File: src/rtl/udc_pkg.sv
// Shared state encoding for the parametrised up/down counter.
package udc_pkg;

  localparam int unsigned UDC_STATE_W = 2;

  typedef enum logic [UDC_STATE_W-1:0] {
    UDC_IDLE = 2'd0,
    UDC_RUN  = 2'd1,
    UDC_DONE = 2'd2
  } udc_state_t;

endpackage : udc_pkg

File: src/rtl/udc_step.sv
// Combinational step datapath: next count in the current direction with
// wrap at 0/MAX_VAL, plus a flag marking that this step crosses the bound.
module udc_step #(
  parameter int unsigned WIDTH   = 4,
  parameter int unsigned MAX_VAL = (1 << WIDTH) - 1
) (
  input  logic [WIDTH-1:0] count,
  input  logic             updown,
  output logic [WIDTH-1:0] next_count,
  output logic             at_boundary
);

  localparam logic [WIDTH-1:0] MAX_C = WIDTH'(MAX_VAL);

  // Step up/down, wrapping to the opposite bound when the boundary is hit
  always_comb begin
    next_count  = count;
    at_boundary = 1'b0;
    if (updown) begin
      if (count == MAX_C) begin
        at_boundary = 1'b1;
        next_count  = '0;
      end else begin
        next_count = count + WIDTH'(1);
      end
    end else begin
      if (count == '0) begin
        at_boundary = 1'b1;
        next_count  = MAX_C;
      end else begin
        next_count = count - WIDTH'(1);
      end
    end
  end

endmodule : udc_step

File: src/rtl/param_updown_counter.sv
// Parametrised up/down counter with bounded range, synchronous load,
// start/stop FSM and free-run / one-shot modes.
// Build option: define UDC_SATURATE_EN to make free-run mode saturate at the
// bounds (count held, tc asserted on every attempted boundary step) instead
// of wrapping.
module param_updown_counter
  import udc_pkg::*;
#(
  parameter int unsigned WIDTH     = 4,
  parameter int unsigned MAX_VAL   = (1 << WIDTH) - 1,
  parameter int unsigned RESET_VAL = 0
) (
  input  logic             clk,
  input  logic             reset_n,
  input  logic             en,
  input  logic             updown,
  input  logic             oneshot,
  input  logic             start,
  input  logic             stop,
  input  logic             load,
  input  logic [WIDTH-1:0] load_val,
  output logic [WIDTH-1:0] count,
  output logic             tc,
  output logic             busy,
  output logic             done
);

  localparam int unsigned      EXT_W = WIDTH + 1;
  localparam logic [WIDTH-1:0] MAX_C = WIDTH'(MAX_VAL);
  localparam logic [WIDTH-1:0] RST_C = WIDTH'(RESET_VAL);

  udc_state_t       state;
  udc_state_t       state_nxt;
  logic [WIDTH-1:0] count_nxt;
  logic             tc_nxt;
  logic [WIDTH-1:0] step_count;
  logic             step_boundary;
  logic [WIDTH-1:0] load_clip;

  udc_step #(
    .WIDTH  (WIDTH),
    .MAX_VAL(MAX_VAL)
  ) u_step (
    .count      (count),
    .updown     (updown),
    .next_count (step_count),
    .at_boundary(step_boundary)
  );

  // Clip load value to the top of the range (compared one bit wider so a
  // full-range MAX_VAL does not collapse into a constant comparison)
  always_comb begin
    load_clip = load_val;
    if ({1'b0, load_val} > EXT_W'(MAX_VAL)) begin
      load_clip = MAX_C;
    end
  end

  // Next state, next count and terminal-count pulse; stop in RUN suppresses
  // the step on the same edge, and load overrides any count update
  always_comb begin
    state_nxt = state;
    count_nxt = count;
    tc_nxt    = 1'b0;
    unique case (state)
      UDC_IDLE: begin
        if (start && !stop) begin
          state_nxt = UDC_RUN;
        end
      end
      UDC_RUN: begin
        if (stop) begin
          state_nxt = UDC_IDLE;
        end else if (en && !load) begin
          if (!step_boundary) begin
            count_nxt = step_count;
          end else if (oneshot) begin
            tc_nxt    = 1'b1;
            state_nxt = UDC_DONE;
          end else begin
            tc_nxt = 1'b1;
`ifdef UDC_SATURATE_EN
            count_nxt = count;
`else
            count_nxt = step_count;
`endif
          end
        end
      end
      UDC_DONE: begin
        if (stop) begin
          state_nxt = UDC_IDLE;
        end else if (start) begin
          state_nxt = UDC_RUN;
          count_nxt = RST_C;
        end
      end
      default: begin
        state_nxt = UDC_IDLE;
      end
    endcase
    if (load) begin
      count_nxt = load_clip;
    end
  end

  // State, count and tc registers
  always_ff @(posedge clk or negedge reset_n) begin
    if (!reset_n) begin
      state <= UDC_IDLE;
      count <= RST_C;
      tc    <= 1'b0;
    end else begin
      state <= state_nxt;
      count <= count_nxt;
      tc    <= tc_nxt;
    end
  end

  assign busy = (state == UDC_RUN);
  assign done = (state == UDC_DONE);

endmodule : param_updown_counter
File: config.mk
export PLATFORM = sky130hd
export DESIGN_NAME = param_updown_counter
export DESIGN_NICKNAME = d
export VERILOG_FILES = /design/src/rtl/udc_pkg.sv /design/src/rtl/udc_step.sv /design/src/rtl/param_updown_counter.sv
export SDC_FILE = /design/constraint.sdc
export NUM_CORES = 1
export LEC_CHECK = 0
export BUFFER_PORTS_ARGS = -buffer_cell sky130_fd_sc_hd__clkbuf_2
export CORE_AREA = 4 4 41 43
export DETAILED_ROUTE_END_ITERATION = 7
export DIE_AREA = 0 0 45 47
export GPL_TIMING_DRIVEN = 1
export MAX_ROUTING_LAYER = met4
export PLACE_DENSITY = 0.73
export SLEW_MARGIN = 20
export SYNTH_ARGS = -nofsm -noshare
export SYNTH_HDL_FRONTEND = slang
export SYNTH_SLANG_ARGS = --single-unit
File: constraint.sdc
create_clock -name clk -period 3.1 [get_ports clk]
set_input_delay 0.155 -clock clk [delete_from_list [all_inputs] [get_ports clk]]
set_output_delay 0.155 -clock clk [all_outputs]
set_load 0.02 [all_outputs]
* After elaboration in Yosys (flattened, before gate mapping) *
Cells that the tools add are included.

cells by class
  $add $sub $neg = 2
  eq/ne operators = 13
  muxes and demuxes = 26
  reductions and logical operators = 9

operators with widths
  cell                   count
  $mux W4                10
  $ne A3 B3 Y1 const B   5
  $mux W2                7
  $ne A3 B2 Y1 const B   3
  $pmux W4 S2            1
  $mux W1                7
  $pmux W2 S3            1
  $reduce_and A6 Y1      1
  $reduce_and A5 Y1      1
  $add A4 B1 Y4 const B  1
  $eq A4 B4 Y1 const B   1
  $logic_not A4 Y1       1
  $ne A4 B4 Y1 const B   1
  $sub A4 B1 Y4 const B  1
  $reduce_bool A3 Y1     1
  $eq A2 B1 Y1 const B   1
  $eq A2 B2 Y1 const B   1
  $logic_and A1 B1 Y1    2
  $logic_not A1 Y1       2
  $logic_not A2 Y1       1
  $ne A2 B2 Y1 const B   1

word-level totals
  bits in registers = 7
  input port bits = 12
  output and inout port bits = 7

* Depth between registers and ports, before layout *
  depth in word-level cells = 9
  gate-level depth with buffers = 7
  gate-level depth less buffers = 7

* Cells and area by module *
From an unflattened synthesis, not the netlist that was laid out.

unflattened totals
  cells, all modules = 61
  area total of the unflattened synthesis = 563.0 µm²

by module, submodules not included
  module                times used  cells each  area each (µm²)
  param_updown_counter  1           38          410.4
  udc_step              1           23          152.6

* Worst setup path after synthesis *
No wires, ideal clock.

  path type = register to register
  start = reg count[0]
  end = reg count[0]
  library setup time = 75 ps
  arrival = 2014 ps
  setup slack = 1012 ps
  stages on the path, launching flop included = 8
  path buffers = 0
  cell sequence = dfrtp_1 > inv_1 > ha_1 > or4b_4 > a211oi_2 > nor3_2 > mux2_4 > o21ai_2

between the ends
  word-level cells in the longest chain between the ends = 9
  elaborated cells on any way between the ends = 18
  those cells by class = add/sub (2); eq/ne (2); mux (12); reduce/logical (2)

ends and longest elaborated chain
  what                                         line                            source
  start: declaration                           param_updown_counter.sv:22      output logic [WIDTH-1:0] count,
  start signal: assignment                     param_updown_counter.sv:115     count <= count_nxt;
  $sub A4 B1 Y4, or another cell as far along  udc_step.sv:31                  next_count = count - WIDTH'(1);
  $mux W4 (on tied branches)                   udc_step.sv:27, udc_step.sv:20
  $mux W4                                      udc_step.sv:19                  if (updown) begin
  $mux W4                                      param_updown_counter.sv:77      end else if (oneshot) begin
  $mux W4                                      param_updown_counter.sv:75      if (!step_boundary) begin
  $mux W4                                      param_updown_counter.sv:74      end else if (en && !load) begin
  $mux W4                                      param_updown_counter.sv:72      if (stop) begin
  $pmux W4 S2                                  param_updown_counter.sv:65      unique case (state)
  $mux W4                                      param_updown_counter.sv:102     if (load) begin

Several ways; a longest one is shown, not always the timed one. The select of a mux whose other input is x is not followed.
A chain may end at the register's enable or synchronous reset.

* Worst setup path after layout *
Same ends and word-level chain as after synthesis.

==> flow_summary_export.csv <==
group,metric,value,unit
hold_path,hp-class,"in -> reg",
clock_tree,cts_hold_buf,1,
final_layout,multi_input_comb_area,355,um^2
synth,ys_seq_area_share,30.2,%
synth,synth_top_area_share,30.2,%
global_routing,antenna_found_initial,0,
power,p_per_area,403,mW/mm^2
synth,synth-async-reset-ratio,100,%
sta,fin_tns_setup,0,ns
die,start_util,44.5,%
sta,rsz0062_at_grt,"false",
synth,synth-main-ff-cell,"dfrtp_1",
final_layout,fillers,136,
synth,yosys.cell_types.count,33,
sta,hold_viol,0,
power,p_leak,0.356,nW
setup_path,crit_path_max_fanout,8,
setup_path,cp.required,3.28,ns
final_layout,syn2layout_area_growth,22.5,%
synth,synthTopCellsByArea,"dfrtp_1 (30%), inv_1 (5.8%), nand2_1 (4.5%), ha_1 (4.3%), a221o_1 (3.5%)",
outcome,status,"completed",
sta,fin_crit_sh,69.5,%
global_routing,grt_max_degree,13,
clock_tree,cts_tree,"built",
clock_tree,cts_made_buffers,3,
routing,drt_iter0_drc,11,
clock_tree,path_clk_slew,0.05,ns
clock_tree,post_cts_resized,0,
setup_path,r2r-end,"count[0]",
routing,vias,568,
final_layout,finalNonFillerCells,103,
routing,antenna_left,0,
setup_path,reg2reg_from,"count[0]",
setup_path,worstPathArrival,2.33,ns
final_layout,diodes,0,
synth,synthTopCellsByCount,"inv_1 (9), dfrtp_1 (7), nand2_1 (7)",
sta,min_period,2.16,ns
global_routing,grt_pass1_vias,557,
clock_tree,cts_sinks,7,
synth,ys_seq_elements,7,
setup_path,cp_slowest_cell,"or4b_4",
synth,synth_area_leader_cell,"dfrtp_1",
final_layout,drive_gt1_share,30.7,%
placed_design,gp_congestion,0.832,
setup_path,setup.worst_path.class,"reg -> reg",
routing,wirelength,1.39,mm
routing,wire_per_inst,13.5,um
synth,netlist_area,579,um^2
setup_path,reg2reg_depth,7,
global_routing,grt_pass1_wl,2.39,mm
placed_design,place_area,673,um^2
final_layout,layout.area.seq,175,um^2
final_layout,stdcell_area,709,um^2
setup_path,endpoint_kind,"flip-flop",
routing,drc,0,
setup_path,cpPeakStageDelay,0.48,ns
routing,vias_per_cell,5.51,
sta,worstMarginPinSlew,0.448,ns
setup_path,reg2reg_slack,0.94,ns
placed_design,hpwl,1.06,mm
clock_tree,cts_root_buf,"clkbuf_4",
setup_path,path_cells,"inv_1 > ha_1 > or4b_4 > a211oi_2 > nor3_2 > mux2_4 > o21ai_2",
sta,slew_violations,0,
synth,synth_edf_count,0,
clock_tree,cts_buffer_depth,2,
final_layout,final_nets,103,
die,fp.coreArea,0.00130,mm^2
die,die_y,47,um
die,core.rowCount,13,
setup_path,critPathCapture,"count[0]",
synth,synth_nets,81,
routing,first_pass_iters,4,
setup_path,crit_path_start,"count[0]",
placed_design,portBuffers,18,
die,boundaryPins,19,
die,die_x,45,um
clock_tree,h-tree-depth,1,
synth,yosysWarnings,0,
clock_tree,clk_latency,0.26,ns
clock_tree,post-cts-setup-buffers,0,
synth,syn_avg_cell_area,8.65,um^2
hold_path,hold_depth,3,
power,ir_drop,0.292,mV
sta,setup_viol,0,
die,die_area,0.00212,mm^2
global_routing,grt_usage,16.0,%
flow_run,maxCapViolCount,0,
sta,finalClockSkew,0.00930,ns
synth,synth.most_common_cell,"inv_1",
synth,synthCells,67,
setup_path,worstSetupStartpointType,"flip-flop",
sta,max_freq,0.464,GHz
placed_design,dp_cells,98,
sta,relSlewSlack,69.7,%
global_routing,grt_overflow,0,
[state kept, by name, summed over array words and instances, names as in the netlist]
register	count
state	2
count	4
tc	1
[cell type report]
cell class	count	area share [%]
inverter	9	4.76
clock buffer	4	3.70
tap	15	2.65
multi-input combinational	49	50.1
timing repair buffer	19	14.1
sequential	7	24.7
[layer usage]
metal / wire length (um) / up-vias / track usage [%]
met1: 606 / 256 / 19.3
met3: 101 / 0 / 6.13
met5: 0 / - / -
met2: 684 / 24 / 24.6
met4: 0 / 0 / 5.26
li1: - / 288 / -
[cells in the final DEF, fill, tap and decap left out, drive strengths merged]
cell type,netlist,routed
a211oi,2,2
a21oi,3,3
a221o,2,2
a221oi,1,1
a31oi,2,2
clkbuf,0,22
dfrtp,7,7
dlygate4sd3,0,1
ha,2,2
inv,9,9
mux2,1,1
mux2i,1,1
nand2,7,7
nand2b,2,2
nand3,3,3
nand4,1,1
nor2,2,2
nor2b,3,3
nor3,4,4
nor4,1,1
nor4b,1,1
o21ai,2,2
o22a,1,1
o311a,1,1
o311ai,1,1
o31ai,1,1
o41ai,2,2
or2b,1,1
or4b,1,1
xnor2,1,1
[report_power, final]
| group | switching, mW | internal, mW | leakage (nW) |
|---|---|---|---|
| Sequential | 0.0151 | 0.0983 | 0.0899 |
| Combinational | 0.0480 | 0.0388 | 0.251 |
| Clock | 0.0367 | 0.0493 | 0.0150 |
| Total | 0.0998 | 0.186 | 0.356 |
[logic make-up (layout without fill, tap and decap cells)]
group / count (synthesis) / in the layout / synth area share (%)
buffers and inverters: 11 / 32 / 8.42
XOR/XNOR: 1 / 1 / 1.51
AO/OA/AOI/OAI: 18 / 18 / 25.7
multiplexers: 2 / 2 / 4.32
flip-flops: 7 / 7 / 30.2
adder cells (fa/ha/maj): 2 / 2 / 4.32
AND/OR/NAND/NOR: 26 / 26 / 25.5
[how the worst min path moves through the flow]
stage / from / to / slack (ns)
after floorplan: reset_n / count[0] / -0.14
after global placement: reset_n / state[0] / -0.004
after detailed placement: reset_n / tc / 0.0001
after CTS: load_val[0] / count[0] / 0.11
after global routing: load_val[0] / count[0] / 0.12
final: load_val[0] / count[0] / 0.12
[metrics by stage]
stage | utilization [%] | setup WS (ns) | hold slack, ns | power (mW)
final | 54.5 | 0.945 | 0.116 | 0.286
after global routing | 54.5 | 0.860 | 0.122 | 0.306
after CTS | 54.5 | 0.943 | 0.113 | 0.288
after detailed placement | 51.7 | 0.949 | 0.000110 | 0.200
after global placement | 51.7 | 1.03 | -0.00357 | 0.199
after floorplan | - | 1.01 | -0.141 | 0.173
[worst max-delay path: cells and delay by family, from the launching register on]
kind                       cells  cell delay [ns]
AOI/OAI and AO/OA              2             0.34
adders and majority gates      1             0.22
buffers and inverters          1             0.13
DFF                            1             0.46
muxes                          1             0.31
and+or+nand+nor                2             0.60
(Power assumes the default switching activity.)
